`config.mk`:
```
export PLATFORM = sky130hd
export DESIGN_NAME = hex_display_array
export DESIGN_NICKNAME = d
export VERILOG_FILES = /design/src/rtl/hex_display_pkg.sv /design/src/rtl/hex_digit_decoder.sv /design/src/rtl/hex_display_array.sv
export SDC_FILE = /design/constraint.sdc
export NUM_CORES = 1
export LEC_CHECK = 0
export CAP_MARGIN = 20
export CORE_MARGIN = 2
export CORE_UTILIZATION = 42
export DETAILED_ROUTE_END_ITERATION = 7
export GPL_TIMING_DRIVEN = 0
export HOLD_SLACK_MARGIN = 0.05
export PLACE_DENSITY = 0.72
export REMOVE_ABC_BUFFERS = 1
export SLEW_MARGIN = 5
export SYNTH_ARGS = -nofsm -noshare
export SYNTH_HDL_FRONTEND = slang
export SYNTH_SLANG_ARGS = --single-unit
export TNS_END_PERCENT = 10
```
`constraint.sdc`:
```
create_clock -name clk -period 6.7 [get_ports clk]
set_clock_uncertainty 0.05 [all_clocks]
set_input_delay 1.34 -clock clk [delete_from_list [all_inputs] [get_ports clk]]
set_output_delay 1.34 -clock clk [all_outputs]
set_load 0.01 [all_outputs]
```
`src/rtl/hex_display_pkg.sv`:
```
// Shared constants and glyph lookup for the HEX display driver.
//   SEG_BLANK     : all segments dark (active-low)
//   GLYPH_0..F    : active-low glyphs, segment a = bit 0 .. segment g = bit 6
//   seg_of(nib)   : nibble -> active-low glyph
package hex_display_pkg;

  localparam int unsigned NIB_W = 4;
  localparam int unsigned SEG_W = 7;

  localparam logic [SEG_W-1:0] SEG_BLANK = 7'h7F;

  localparam logic [SEG_W-1:0] GLYPH_0 = 7'h40;
  localparam logic [SEG_W-1:0] GLYPH_1 = 7'h79;
  localparam logic [SEG_W-1:0] GLYPH_2 = 7'h24;
  localparam logic [SEG_W-1:0] GLYPH_3 = 7'h30;
  localparam logic [SEG_W-1:0] GLYPH_4 = 7'h19;
  localparam logic [SEG_W-1:0] GLYPH_5 = 7'h12;
  localparam logic [SEG_W-1:0] GLYPH_6 = 7'h02;
  localparam logic [SEG_W-1:0] GLYPH_7 = 7'h78;
  localparam logic [SEG_W-1:0] GLYPH_8 = 7'h00;
  localparam logic [SEG_W-1:0] GLYPH_9 = 7'h10;
  localparam logic [SEG_W-1:0] GLYPH_A = 7'h08;
  localparam logic [SEG_W-1:0] GLYPH_B = 7'h03;
  localparam logic [SEG_W-1:0] GLYPH_C = 7'h46;
  localparam logic [SEG_W-1:0] GLYPH_D = 7'h21;
  localparam logic [SEG_W-1:0] GLYPH_E = 7'h06;
  localparam logic [SEG_W-1:0] GLYPH_F = 7'h0E;

  // Nibble to active-low 7-segment glyph.
  function automatic logic [SEG_W-1:0] seg_of(input logic [NIB_W-1:0] nib);
    logic [SEG_W-1:0] seg;
    seg = SEG_BLANK;
    case (nib)
      4'h0: seg = GLYPH_0;
      4'h1: seg = GLYPH_1;
      4'h2: seg = GLYPH_2;
      4'h3: seg = GLYPH_3;
      4'h4: seg = GLYPH_4;
      4'h5: seg = GLYPH_5;
      4'h6: seg = GLYPH_6;
      4'h7: seg = GLYPH_7;
      4'h8: seg = GLYPH_8;
      4'h9: seg = GLYPH_9;
      4'hA: seg = GLYPH_A;
      4'hB: seg = GLYPH_B;
      4'hC: seg = GLYPH_C;
      4'hD: seg = GLYPH_D;
      4'hE: seg = GLYPH_E;
      4'hF: seg = GLYPH_F;
      default: seg = SEG_BLANK;
    endcase
    return seg;
  endfunction

endpackage

```
`src/rtl/hex_digit_decoder.sv`:
```
// Combinational single-digit decoder.
//   nibble_i : hex digit to show
//   off_i    : force the digit dark
//   seg_o_c  : active-low segment word (combinational)
module hex_digit_decoder
  import hex_display_pkg::*;
(
  input  logic [NIB_W-1:0] nibble_i,
  input  logic             off_i,
  output logic [SEG_W-1:0] seg_o_c
);

  assign seg_o_c = off_i ? SEG_BLANK : seg_of(nibble_i);

endmodule

```
`src/rtl/hex_display_array.sv`:
```
// Multi-digit active-low 7-segment driver with load-captured value,
// leading-zero blanking, global blank and per-digit blinking.
//   clk, reset  : clock, async active-high reset
//   value       : packed nibbles, digit 0 least significant
//   load        : capture value; also restarts the blink prescaler visible
//   lz_en       : suppress leading zero digits (digit 0 always shown)
//   blank       : darken all digits
//   blink_mask  : per-digit blink enable, dark while the blink phase is high
//   hex         : registered active-low segments, 7 bits per digit
module hex_display_array
  import hex_display_pkg::*;
#(
  parameter int unsigned NUM_DIGITS = 6,
  parameter int unsigned BLINK_DIV  = 25_000_000
) (
  input  logic                        clk,
  input  logic                        reset,
  input  logic [NIB_W*NUM_DIGITS-1:0] value,
  input  logic                        load,
  input  logic                        lz_en,
  input  logic                        blank,
  input  logic [NUM_DIGITS-1:0]       blink_mask,
  output logic [SEG_W*NUM_DIGITS-1:0] hex
);

  localparam int unsigned VAL_W = NIB_W * NUM_DIGITS;
  localparam int unsigned HEX_W = SEG_W * NUM_DIGITS;
  localparam int unsigned CNT_W = $clog2(BLINK_DIV);

  logic [VAL_W-1:0]      held_q,  held_d;
  logic [CNT_W-1:0]      cnt_q,   cnt_d;
  logic                  phase_q, phase_d;
  logic [HEX_W-1:0]      hex_q,   hex_d;

  logic [NUM_DIGITS-1:0] lead_zero_c;
  logic [NUM_DIGITS-1:0] off_c;
  logic                  all_zero_c;

  // Holding register and blink prescaler; load wins over a same-cycle wrap.
  always_comb begin
    held_d  = held_q;
    cnt_d   = cnt_q + CNT_W'(1);
    phase_d = phase_q;
    if (load) begin
      held_d  = value;
      cnt_d   = '0;
      phase_d = 1'b0;
    end else if (cnt_q == CNT_W'(BLINK_DIV - 1)) begin
      cnt_d   = '0;
      phase_d = ~phase_q;
    end
  end

  // A digit is a leading zero when it and every more significant nibble is zero.
  always_comb begin
    lead_zero_c = '0;
    all_zero_c  = 1'b1;
    for (int i = int'(NUM_DIGITS) - 1; i >= 0; i--) begin
      all_zero_c     = all_zero_c & (held_q[NIB_W*i +: NIB_W] == '0);
      lead_zero_c[i] = all_zero_c & (i != 0);
    end
  end

  assign off_c = {NUM_DIGITS{blank}}
               | ({NUM_DIGITS{lz_en}} & lead_zero_c)
               | (blink_mask & {NUM_DIGITS{phase_q}});

  // One decoder per digit feeds the output register.
  for (genvar g = 0; g < int'(NUM_DIGITS); g++) begin : g_digit
    hex_digit_decoder u_dec (
      .nibble_i (held_q[NIB_W*g +: NIB_W]),
      .off_i    (off_c[g]),
      .seg_o_c  (hex_d[SEG_W*g +: SEG_W])
    );
  end

  always_ff @(posedge clk or posedge reset) begin
    if (reset) begin
      held_q  <= '0;
      cnt_q   <= '0;
      phase_q <= 1'b0;
      hex_q   <= '1;
    end else begin
      held_q  <= held_d;
      cnt_q   <= cnt_d;
      phase_q <= phase_d;
      hex_q   <= hex_d;
    end
  end

  assign hex = hex_q;

endmodule
```
==> results.sh <==
export IMPL_antenna_cells=0
export IMPL_grtUsageTotal=0.169
export IMPL_p_seq_frac=0.470
export IMPL_setup_tns_ps=0
export IMPL_routed_via_density=5.31
export IMPL_synth_cell_types=47
export IMPL_coreArea_um2=11400
export IMPL_p_int_mw=1.05
export IMPL_endpoint="hex[28]$_DFF_PP1_"
export IMPL_powerDensity_nw_per_um2=235
export IMPL_reg2reg_from="cnt_q[0]$_DFF_PP0_"
export IMPL_post_cts_resize_count=0
export IMPL_avgSynthCellArea_um2=10.1
export IMPL_maxSlewViolCount=0
export IMPL_grt_pass1_vias=3635
export IMPL_dieArea_um2=12500
export IMPL_worst_slack_ps=3840
export IMPL_dp_hpwl_mm=7.28
export IMPL_grt_pass1_wl_mm=17.3
export IMPL_grt_max_degree=74
export IMPL_cts_setup_buffers=0
export IMPL_p_leak_nw=2.41
export IMPL_finalHoldViolCount=0
export IMPL_crit_type="in -> reg"
export IMPL_fillCellCount=1023
export IMPL_fin_util=0.531
export IMPL_holdCritStartpoint="cnt_q[0]$_DFF_PP0_"
export IMPL_fin_crit_sh=0.427
export IMPL_synth_seq_area_share=0.484
export IMPL_swShare=0.259
export IMPL_synthArstFlopShare=1.00
export IMPL_cts_root_buffer="clkbuf_16"
export IMPL_pre_cts_ws_ps=3480
export IMPL_syn_area_um2=4860
export IMPL_hold_buffers=0
export IMPL_start_util=0.428
export IMPL_row_count=39
export IMPL_wirelength_mm=10.1
export IMPL_synth_area_mux_share=0.0293
export IMPL_vias=3697
export IMPL_rsz0062_at_grt="no"
export IMPL_required_ps=6860
export IMPL_postRouteAntennaNets=0
export IMPL_worstSetupStartpointType="primary input"
export IMPL_clockBufferDepth=2
export IMPL_end_kind="register"
export IMPL_firstDrtPassIters=4
export IMPL_cap_violations=0
export IMPL_syn_instance_count=482
export IMPL_insertion_delay_ps=340
export IMPL_r2r_setup_slack_ps=4140
export IMPL_ys_seq_elements=92
export IMPL_clk_pin_slew_worst_paths_ps=70
export IMPL_synth_top_family_by_area="simple AND/OR/NAND/NOR gates"
export IMPL_mostFrequentLayoutCells="clkdlybuf4s50_1 (75), nand2_1 (52), dfrtp_1 (50)"
export IMPL_synth_compound_area_share=0.159
export IMPL_synth_ff_type="dfrtp_1"
export IMPL_outcome="finished, final reports clean"
export IMPL_min_period_ps=2860
export IMPL_synth_xor_area_frac=0.0234
export IMPL_drt_iter0_drc=197
export IMPL_wl_per_cell_um=14.5
export IMPL_cts_tree="built"
export IMPL_critical_path_slowest_cell="a211oi_1"
export IMPL_yosys_area_share_simple=0.186
export IMPL_gp_congestion=0.903
export IMPL_startpoint="lz_en"
export IMPL_cts_buffers=9
export IMPL_r2r_end="cnt_q[19]$_DFF_PP0_"
export IMPL_arrival_ps=3020
export IMPL_die_w_um=112
export IMPL_clock_sinks=92
export IMPL_slowest_delay_ps=740
export IMPL_max_slew_margin_rel=0.342
export IMPL_area_growth_syn_to_layout_pct=24.1
export IMPL_combPwrFrac=0.171
export IMPL_ir_drop_v=0.000117
export IMPL_crit_chain="clkdlybuf4s50_1 -> nor4bb_1 -> and2_1 -> a211oi_1 -> o211ai_1"
export IMPL_die_h_um=112
export IMPL_ys_warn_count=0
export IMPL_boundaryPins=77
export IMPL_fmax_mhz=350
export IMPL_final_common_cell="clkdlybuf4s50_1"
export IMPL_gr_total_overflow=0
export IMPL_synth_adder_area_share=0.0823
export IMPL_p_clk_frac=0.359
export IMPL_port_buffers=76
export IMPL_antenna_found_initial=0
export IMPL_drc=0
export IMPL_worstMarginPinSlew_ps=986
export IMPL_p_sw_mw=0.367
export IMPL_nets=615
export IMPL_reg2regPathDepth=5
export IMPL_setup_violations=0
export IMPL_crit_fanout=7
export IMPL_hp_class="reg -> reg"
export IMPL_htree_levels=3
export IMPL_drive_gt1_frac=0.137
export IMPL_synth_edff_count=0
-- flip-flops by register name, indices dropped and copies added (netlist names) --
signal and count:
held_q 24, phase_q 1, hex 42, cnt_q 25
-- synthesized netlist by cell type (4+ instances only) --
master | number | area (um2)
o311ai_1 | 11 | 96.3
nand3_1 | 19 | 95.1
nand3b_1 | 7 | 52.6
dfstp_2 | 42 | 1100
inv_1 | 22 | 82.6
o31ai_1 | 7 | 52.6
or4_1 | 6 | 45.0
o21ai_1 | 4 | 20.0
o21ai_0 | 29 | 145
nand4_1 | 4 | 25.0
nand2b_1 | 13 | 81.3
clkbuf_1 | 19 | 71.3
and2_1 | 4 | 25.0
mux2_2 | 6 | 67.6
o211ai_1 | 31 | 233
nor2_1 | 29 | 109
o21a_1 | 6 | 45.0
a21oi_1 | 18 | 90.1
xnor2_1 | 9 | 78.8
mux2_1 | 4 | 45.0
nand2_1 | 52 | 195
or3_1 | 5 | 31.3
xor2_1 | 4 | 35.0
nor2b_1 | 8 | 50.1
ha_1 | 32 | 400
dfrtp_1 | 50 | 1250
nor4_1 | 4 | 25.0
-- power by group through the flow --
stage	Clock [mW]	Sequential, mW	Combinational [mW]
2_1_floorplan	0	0.682	0.115
3_3_place_gp	0	0.672	0.238
3_5_place_dp	0	0.675	0.245
4_1_cts	0.521	0.665	0.247
5_1_grt	0.553	0.673	0.270
6_report	0.508	0.665	0.243
-- area by class of cell --
cell class                      count  area [um2]  share of cell area
Sequential cell                    92        2350               0.390
Clock inverter                      6        62.6              0.0104
Timing Repair Buffer               77         783               0.130
Tap cell                          143         179              0.0296
Multi-Input combinational cell    346        2330               0.386
Clock buffer                       10         239              0.0396
Inverter                           22        85.1              0.0141
-- cell families (layout without fill, tap and decap cells) --
family	after synthesis	count (layout)
AND/OR/NAND/NOR	171	171
multiplexers	13	13
flip-flops	92	92
XOR/XNOR	13	13
adder cells (fa/ha/maj)	32	32
AO/OA/AOI/OAI	117	117
buffers and inverters	44	115
-- worst max-delay path: cells and delay by family --
family | cells | cell delay, ps
AOI/OAI and AO/OA | 2 | 950
buffers and inverters | 1 | 390
and+or+nand+nor | 2 | 340
-- per-layer routing --
| metal | GRT usage | wire length, um | share of wire |
|---|---|---|---|
| met4 | 0.0724 | 114 | 0.011 |
| met2 | 0.279 | 4830 | 0.48 |
| met3 | 0.0310 | 405 | 0.040 |
| met1 | 0.219 | 4730 | 0.47 |
| met5 | 0 | 0 | 0 |
-- worst min-delay path by stage --
stage	to	slack [ps]	depth (start not counted)
after floorplan	cnt_q[0]$_DFF_PP0_	400	1
after global placement	cnt_q[0]$_DFF_PP0_	410	1
after global routing	cnt_q[0]$_DFF_PP0_	460	1
after detailed placement	cnt_q[0]$_DFF_PP0_	430	1
after CTS	cnt_q[0]$_DFF_PP0_	430	1
final	cnt_q[0]$_DFF_PP0_	440	1
-- metrics by stage --
| step | std cells | cell area [um2] | hold slack, ps | total power, mW |
|---|---|---|---|---|
| 2_1_floorplan | 460 | 4770 | 398 | 0.796 |
| 3_3_place_gp | 679 | 5710 | 412 | 0.910 |
| 3_5_place_dp | 680 | 5730 | 427 | 0.920 |
| 4_1_cts | 696 | 6040 | 434 | 1.43 |
| 5_1_grt | 696 | 6040 | 463 | 1.50 |
| 6_report | 696 | 6040 | 440 | 1.42 |
No activity file was read; power rests on OpenSTA's default activity.
